$ cat config.mk
export PLATFORM = sky130hd
export DESIGN_NAME = lcd_pixel_packer
export DESIGN_NICKNAME = d
export VERILOG_FILES = /design/src/rtl/lcd_pixel_packer.sv
export SDC_FILE = /design/constraint.sdc
export NUM_CORES = 1
export LEC_CHECK = 0
export BUFFER_PORTS_ARGS = -buffer_cell sky130_fd_sc_hd__buf_2
export CAP_MARGIN = 10
export CORE_AREA = 4 4 85 87
export DETAILED_ROUTE_END_ITERATION = 8
export DIE_AREA = 0 0 89 91
export PLACE_DENSITY = 0.78
export SLEW_MARGIN = 20
export SYNTH_ARGS = -nofsm -noshare
export SYNTH_HDL_FRONTEND = slang
export SYNTH_SLANG_ARGS = --single-unit
export TNS_END_PERCENT = 30
$ cat constraint.sdc
create_clock -name clk -period 2.5 [get_ports clk]
set_input_delay 0.75 -clock clk [delete_from_list [all_inputs] [get_ports clk]]
set_output_delay 0.75 -clock clk [all_outputs]
set_load 0.1 [all_outputs]
$ cat src/rtl/lcd_pixel_packer.sv
// Packs 1/2/4/8/16/24-bpp pixels LSB-first into 32-bit words for the LCD pixel FIFO.
// Optional zero-padded partial-word flush is compiled in with LCD_PACKER_FLUSH_EN.
module lcd_pixel_packer (
    input  logic        clk,
    input  logic        reset_n,
    input  logic [2:0]  lcdbpp,
    input  logic        startpipe,
    input  logic [23:0] pixel,
    input  logic        pixel_valid,
    output logic        stall,
    input  logic        flush,
    output logic [31:0] fifo_data,
    output logic        write,
    input  logic        full
);

`ifdef LCD_PACKER_FLUSH_EN
    typedef enum logic [1:0] {IDLE = 2'd0, RUN = 2'd1, FLUSH = 2'd2} state_t;
`else
    typedef enum logic [1:0] {IDLE = 2'd0, RUN = 2'd1} state_t;
    logic unused_flush;
    assign unused_flush = flush;
`endif

    state_t      state, state_nxt;
    logic [31:0] acc, acc_nxt;
    logic [4:0]  cnt, cnt_nxt;
    logic [31:0] data_nxt;
    logic        out_valid, out_valid_nxt;

    logic [23:0] mask;
    logic [4:0]  shift;
    logic [4:0]  last_slot;
    logic [31:0] packed_word;
    logic        in_flush;
    logic        accept;
    logic        complete;

    always_comb begin
        mask      = 24'hFFFF;
        shift     = {cnt[0], 4'd0};
        last_slot = 5'd1;
        case (lcdbpp)
            3'b000: begin mask = 24'h000001; shift = cnt;               last_slot = 5'd31; end
            3'b001: begin mask = 24'h000003; shift = {cnt[3:0], 1'b0}; last_slot = 5'd15; end
            3'b010: begin mask = 24'h00000F; shift = {cnt[2:0], 2'b0}; last_slot = 5'd7;  end
            3'b011: begin mask = 24'h0000FF; shift = {cnt[1:0], 3'b0}; last_slot = 5'd3;  end
            3'b101: begin mask = 24'hFFFFFF; shift = 5'd0;             last_slot = 5'd0;  end
            default: ;
        endcase
    end

`ifdef LCD_PACKER_FLUSH_EN
    assign in_flush = (state == FLUSH);
`else
    assign in_flush = 1'b0;
`endif

    assign stall       = (out_valid & full) | in_flush;
    assign write       = out_valid & ~full;
    assign accept      = startpipe & pixel_valid & ~stall;
    assign complete    = accept & (cnt == last_slot);
    assign packed_word = acc | ({8'd0, pixel & mask} << shift);

    always_comb begin
        state_nxt     = state;
        acc_nxt       = acc;
        cnt_nxt       = cnt;
        data_nxt      = fifo_data;
        out_valid_nxt = out_valid & full;

        if (complete) begin
            data_nxt      = packed_word;
            out_valid_nxt = 1'b1;
            acc_nxt       = 32'd0;
            cnt_nxt       = 5'd0;
        end else if (accept) begin
            acc_nxt = packed_word;
            cnt_nxt = cnt + 5'd1;
        end

        case (state)
            IDLE: state_nxt = RUN;
            RUN: begin
`ifdef LCD_PACKER_FLUSH_EN
                // a pixel arriving with the flush is packed first and then flushed
                if (flush && !complete && (cnt != 5'd0 || accept))
                    state_nxt = FLUSH;
`endif
            end
`ifdef LCD_PACKER_FLUSH_EN
            FLUSH: begin
                if (!out_valid) begin
                    data_nxt      = acc;
                    out_valid_nxt = 1'b1;
                    acc_nxt       = 32'd0;
                    cnt_nxt       = 5'd0;
                    state_nxt     = RUN;
                end
            end
`endif
            default: state_nxt = IDLE;
        endcase

        // dropping startpipe discards any partial word; a completed word stays pending
        if (!startpipe) begin
            state_nxt = IDLE;
            acc_nxt   = 32'd0;
            cnt_nxt   = 5'd0;
        end
    end

    always_ff @(posedge clk or negedge reset_n) begin
        if (!reset_n) begin
            state     <= IDLE;
            acc       <= 32'd0;
            cnt       <= 5'd0;
            fifo_data <= 32'd0;
            out_valid <= 1'b0;
        end else begin
            state     <= state_nxt;
            acc       <= acc_nxt;
            cnt       <= cnt_nxt;
            fifo_data <= data_nxt;
            out_valid <= out_valid_nxt;
        end
    end

endmodule

==> impl_metrics.tcl, run 1 <==
set metrics [dict create \
    final.setup_skew_ns 0.01123 \
    cp_top_family "compound AO/OA/AOI/OAI gates" \
    worst_setup_path_end_kind "register" \
    slowest_stage "mux2_2" \
    die_h_microns 91 \
    synth.avg_cell_area_sq_um 10.20 \
    relSlewSlack_pct 67.36 \
    p_leak_nw 2.107 \
    synthAdderAreaFrac_pct 0.7151 \
    worst_slack_ns 0.1207 \
    max_stage_delay_ns 0.40 \
    dp.cells 512 \
    cts.sinks 70 \
    post-route-period-util_pct 95.17 \
    drive_above_1_share_pct 33.04 \
    worst-path-buf-inv 4 \
    crit_type "in2reg" \
    dpl_worst_slack_ns -0.1961 \
    routed_wl_microns 9742 \
    syn-num-nets 378 \
    row_count 29 \
    clk-insertion-delay-late_ns 0.36 \
    rrSetupSlack_ns 0.36 \
    synthMuxAreaShare_pct 3.754 \
    portBuffers 65 \
    cp.arrival_ns 2.60 \
    critPathLaunchType "input pin" \
    drcViolationCount 0 \
    async_flop_share_pct 100.0 \
    grt_pass1_wl_microns 16000 \
    grt_overflow 0 \
    p_per_area_nw_per_um2 1255 \
    status "finished, final reports clean" \
    crit_fanout 16 \
    yosys_warnings 0 \
    crit_chain "buf_2, buf_4, mux2_2, buf_4, a21oi_2, buf_4, a21oi_1, o2bb2ai_1, o21ai_0" \
    critPathRequiredTime_ns 2.72 \
    cts_tree "done" \
    synth-seq-area-share_pct 50.05 \
    final_hold_viol_count 0 \
    wire_per_inst_microns 18.45 \
    rsz0062_at_grt "false" \
    dp_hpwl_microns 6905 \
    setup-tns-final_ns 0 \
    postCtsSetupBuffers 0 \
    fin_cells 528 \
    setup_viol 0 \
    layout.nets 481 \
    viasPerCell 6.159 \
    final_cell_mix "70 x dfrtp_1, 64 x buf_2, 50 x buf_4" \
    core_area_sq_um 6350 \
    mostFrequentLayoutCell "dfrtp_1" \
    synth_compound_area_share_pct 29.17 \
    worstMarginPinSlew_ns 0.4931 \
    cts_buffer_depth 2 \
    num_antenna_cells 0 \
    ant_nets 0 \
    synth-xor-area-share_pct 0.7508 \
    dieArea_sq_um 8099 \
    utilization_pct 71.19 \
    ctsHoldBuffers 0 \
    synthDistinctLibCells 58 \
    pin_count 67 \
    grt_pass1_vias 3202 \
    cts_root_buf "clkbuf_8" \
    grt_use_total_pct 25.60 \
    clk_pin_slew_ns 0.08 \
    place_congestion 0.9207 \
    synth_edf_count 0 \
    ir_drop_uv 1332 \
    drtPass1Iterations 5 \
    antenna_found_initial 0 \
    syn_area_sq_um 3500 \
    synth_seq_cells 70 \
    synth_top_family_by_area "compound AO/OA/AOI/OAI gates" \
    synthFlopType "dfrtp_1" \
    postLayoutCellArea_sq_um 4521 \
    whs_ns 0.3825 \
    drv_cap 0 \
    synthCells 343 \
    total_power_mw 5.672 \
    drtIter0Drc 226 \
    synth-simple-area-share_pct 11.91 \
    grt_max_degree 71 \
    maxSlewViolCount 0 \
    num_vias 3252 \
    hp-class "in2async" \
    cp_common_cell "buf_4" \
    fmax_mhz 420.3 \
    die_x_microns 89 \
    period_needed_ns 2.379 \
    cts-htree-levels 3 \
    placed_area_sq_um 4298 \
    cts_resized 0 \
    syn2layout_area_growth_pct 29.17 \
    cts-buffers-inserted 9 \
    start_util_pct 55.11 \
]
[per-layer routing]
metal | share of wire (%) | routed length [microns] | vias up | track usage, %
met5 | 0 | 0 | - | 0
met4 | 2.1 | 205 | 0 | 10.05
met3 | 7.2 | 704 | 20 | 5.068
met2 | 47 | 4572 | 140 | 38.86
met1 | 44 | 4259 | 1587 | 36.07
li1 | - | - | 1505 | -
[where the power goes]
part           switching (mW)  internal [mW]  leakage, nW
logic                    2.42          0.588         1.08
clock network           0.453          0.591        0.110
registers               0.181           1.44        0.914
[layout make-up]
type	instances	area, sq um
clock buffers	11	141.4
clock inverters	5	81.33
fillers	479	1829
inverters	3	11.26
multi-input cells	244	1663
flip-flops and latches	70	1752
well taps	77	96.34
repair buffers	118	775.7
[sequential cells by signal, indices dropped and copies added, names as in the netlist]
signal,cells
out_valid,1
fifo_data,32
cnt,5
acc,32
[worst register-to-register path: cells and delay by family (launching register included)]
kind / cells / cell delay (ns)
compound gates: 3 / 0.83
mux: 1 / 0.20
simple gates: 1 / 0.40
buf+inv: 1 / 0.19
flops: 1 / 0.38
[synthesized netlist by cell type, types with 3 or more instances]
library cell / number / area, sq um
dfrtp_1: 70 / 1752
a21oi_1: 43 / 215.2
nor2_1: 27 / 101.4
nand2_1: 19 / 71.32
o21ai_0: 19 / 95.09
a22o_1: 16 / 140.1
clkbuf_1: 13 / 48.80
mux2i_1: 12 / 120.1
o2bb2ai_1: 12 / 105.1
a32o_1: 9 / 90.09
buf_2: 9 / 45.04
a31oi_1: 8 / 50.05
a21o_1: 6 / 45.04
nand2b_1: 6 / 37.54
and2_1: 5 / 31.28
a22oi_1: 4 / 30.03
a32oi_1: 4 / 35.03
nand3_1: 4 / 20.02
inv_1: 3 / 11.26
nor2b_1: 3 / 18.77
[logic make-up (layout without fill, tap and decap cells)]
kind of cell | after synthesis | count (layout)
compound gates | 144 | 144
simple gates | 82 | 82
flops | 70 | 70
buf+inv | 29 | 137
mux | 13 | 13
xor+xnor | 3 | 3
fa+ha+maj | 2 | 2
[worst paths after layout]
| kind | start | endpoint | depth (start not counted) |
|---|---|---|---|
| max | lcdbpp[1] | fifo_data[21]$_DFFE_PN0P_ | 9 |
| min | reset_n | cnt[4]$_DFFE_PN0P_ | 2 |
| max reg2reg | cnt[0]$_DFFE_PN0P_ | fifo_data[9]$_DFFE_PN0P_ | 6 |
| min reg2reg | acc[8]$_DFFE_PN0P_ | acc[8]$_DFFE_PN0P_ | 1 |
| max in group asynchronous | reset_n | acc[21]$_DFFE_PN0P_ | 2 |
| min in group clk | acc[8]$_DFFE_PN0P_ | acc[8]$_DFFE_PN0P_ | 1 |
Power figures use the tool's default switching activity.
==> inputs of run 2 (changes only) <==
--- a/config.mk
+++ b/config.mk
@@ -8,8 +8,8 @@
 export BUFFER_PORTS_ARGS = -buffer_cell sky130_fd_sc_hd__buf_2
 export CAP_MARGIN = 10
-export CORE_AREA = 4 4 85 87
+export CORE_AREA = 8 8 89 91
 export DETAILED_ROUTE_END_ITERATION = 8
-export DIE_AREA = 0 0 89 91
-export PLACE_DENSITY = 0.78
+export DIE_AREA = 0 0 97 99
+export PLACE_DENSITY = 0.89
 export SLEW_MARGIN = 20
 export SYNTH_ARGS = -nofsm -noshare
==> constraint.sdc (replaced) <==
create_clock -name clk -period 2.5 [get_ports clk]
set_input_delay 0.75 -clock clk [delete_from_list [all_inputs] [get_ports clk]]
set_output_delay 0.75 -clock clk [all_outputs]
set_load 0.005 [all_outputs]
==> run 2 against run 1 <==
  * Design area is 0.53% higher
  * Critical endpoint is now acc[20]$_DFFE_PN0P_
  * Utilization is 2.0 points lower
  * Combinational power is 60% lower
  * Critical path depth is 1 higher
  * Clock-buffer cell count is 2 lower
  * Non-clock buffer count is 4 higher
  * Cell count is 1.3% higher
  * Register-to-register slack hardly changed
  * Setup slack worse by 0.030 ns
  * Sequential cell count stayed put
  * First-iteration DRC count is 34% higher
==> impl_metrics.tcl, run 2 (same netlist as run 1, synthesis figures left out) <==
set metrics [dict create \
    drtPass1Iterations 7 \
    worstSetupStartpoint "lcdbpp[2]" \
    drcViolationCount 0 \
    crit_type "in2reg" \
    fmax_mhz 415.0 \
    portBuffers 65 \
    maxSlewViolCount 0 \
    cts-buffers-inserted 9 \
    critPathRequiredTime_ns 2.71 \
    switchingPower_mw 1.264 \
    switching_share_pct 32.85 \
    die_h_microns 99 \
    largestRegisters "acc x32, fifo_data x32, cnt x5" \
    seq_power_share_pct 42.3 \
    period_needed_ns 2.409 \
    worst_setup_path_end_kind "register" \
    crit_fanout 6 \
    drive_above_1_share_pct 34.07 \
    die_x_microns 97 \
    p_leak_nw 2.136 \
    layout.nets 485 \
    cts-htree-levels 3 \
    drv_cap 0 \
    p_int_mw 2.585 \
    ant_nets 0 \
    rsz0062_at_grt "false" \
    relSlewSlack_pct 60.12 \
    final.setup_skew_ns 0.008842 \
    dieArea_sq_um 9603 \
    cts_root_buf "clkbuf_8" \
    p_per_area_nw_per_um2 847.0 \
    ir_drop_uv 877.2 \
    setup_viol 0 \
    dp.cells 519 \
    multiInputGateArea_sq_um 1670 \
    hp-class "in2async" \
    grt_max_degree 48 \
    final_cell_mix "70 x dfrtp_1, 65 x buf_2, 54 x buf_4" \
    place_congestion 0.9111 \
    final_hold_viol_count 0 \
    status "finished, final reports clean" \
    r2r-start "cnt[4]$_DFFE_PN0P_" \
    cts_buffer_depth 2 \
    register_area_sq_um 1752 \
    wire_per_inst_microns 18.58 \
    grt_pass1_vias 3321 \
    grt_use_total_pct 20.89 \
    antenna_found_initial 0 \
    worstMarginPinSlew_ns 0.5982 \
    row_count 30 \
    cts_tree "done" \
    syn2layout_area_growth_pct 29.85 \
    post-route-period-util_pct 96.38 \
    start_util_pct 53.28 \
    clk_pin_slew_ns 0.08 \
    fillers 465 \
    critPathLaunchType "input pin" \
    cts_resized 0 \
    mostFrequentLayoutCell "dfrtp_1" \
    ctsHoldBuffers 0 \
    fin_cells 535 \
    routed_wl_microns 9939 \
    postCtsSetupBuffers 0 \
    pin_count 67 \
    core_area_sq_um 6569 \
    num_antenna_cells 0 \
    drtIter0Drc 303 \
    clockPowerShare_pct 26.2 \
    cp.arrival_ns 2.62 \
    clk-insertion-delay-late_ns 0.35 \
    grt_pass1_wl_microns 16470 \
    cts.sinks 70 \
    viasPerCell 6.073 \
    num_vias 3249 \
    grt_overflow 0 \
    power_frac_comb_pct 31.5 \
    dp_hpwl_microns 7240 \
    setup-tns-final_ns 0 \
]
-- run 2: cell count changes in the layout (fill, tap and decap cells not counted), moves of 2 or more --
cell,change
nand2_1,-2
buf_4,+4
o21ai_1,+4
clkinv_4,+2
o21ai_0,-4
-- run 2: final timing paths --
check / to / slack, ns / cells after the start
max: acc[20]$_DFFE_PN0P_ / 0.09 / 10
min: fifo_data[0]$_DFFE_PN0P_ / 0.40 / 1
max reg2reg: acc[20]$_DFFE_PN0P_ / 0.37 / 8
min reg2reg: acc[8]$_DFFE_PN0P_ / 0.50 / 1
max in group asynchronous: acc[9]$_DFFE_PN0P_ / 1.43 / 2
min in group clk: acc[8]$_DFFE_PN0P_ / 0.50 / 1
-- run 2: per-layer routing --
| metal | global-route usage (%) | wire, microns |
|---|---|---|
| met1 | 25.87 | 4253 |
| met2 | 34.06 | 4951 |
| met3 | 4.619 | 524 |
| met4 | 9.349 | 208 |
| met5 | 0 | 0 |
-- run 2: worst max-delay path, stage by stage --
cell	delay, ns
buf_2	0.13
nor3_4	0.21
ha_1	0.29
nor4b_2	0.36
a21o_1	0.14
o22ai_2	0.10
buf_4	0.18
buf_4	0.15
o21ai_0	0.17
o21ai_0	0.13
-- run 2: power groups by stage --
stage	combinational (mW)	clock (mW)	sequential [mW]
after CTS	1.23	1.03	1.63
after floorplan	0.642	0	1.64
after detailed placement	1.21	0	1.64
final	1.21	1.01	1.63
after global placement	1.18	0	1.63
after global routing	1.35	1.08	1.66
-- run 2: area by class of cell --
| cell class | instances | share of cell area, % |
|---|---|---|
| clock buffers | 9 | 2.726 |
| flip-flops and latches | 70 | 38.55 |
| repair buffers | 122 | 17.40 |
| inverters | 3 | 0.2478 |
| well taps | 80 | 2.203 |
| multi-input cells | 244 | 36.76 |
| clock inverters | 7 | 2.120 |
-- run 2: stage by stage --
stage          total power, mW  instance area (sq um)  hold slack, ns  util [%]  setup WS, ns
2_1_floorplan            2.279                   3625          0.4544         -       -0.2287
4_1_cts                  3.880                   4544          0.4135     69.18        0.1109
5_1_grt                  4.091                   4544          0.4433     69.18       0.02001
6_report                 3.849                   4544          0.3992     69.18       0.09060
3_3_place_gp             2.807                   4324          0.4719     65.83       -0.1533
3_5_place_dp             2.854                   4324          0.4758     65.83       -0.2435
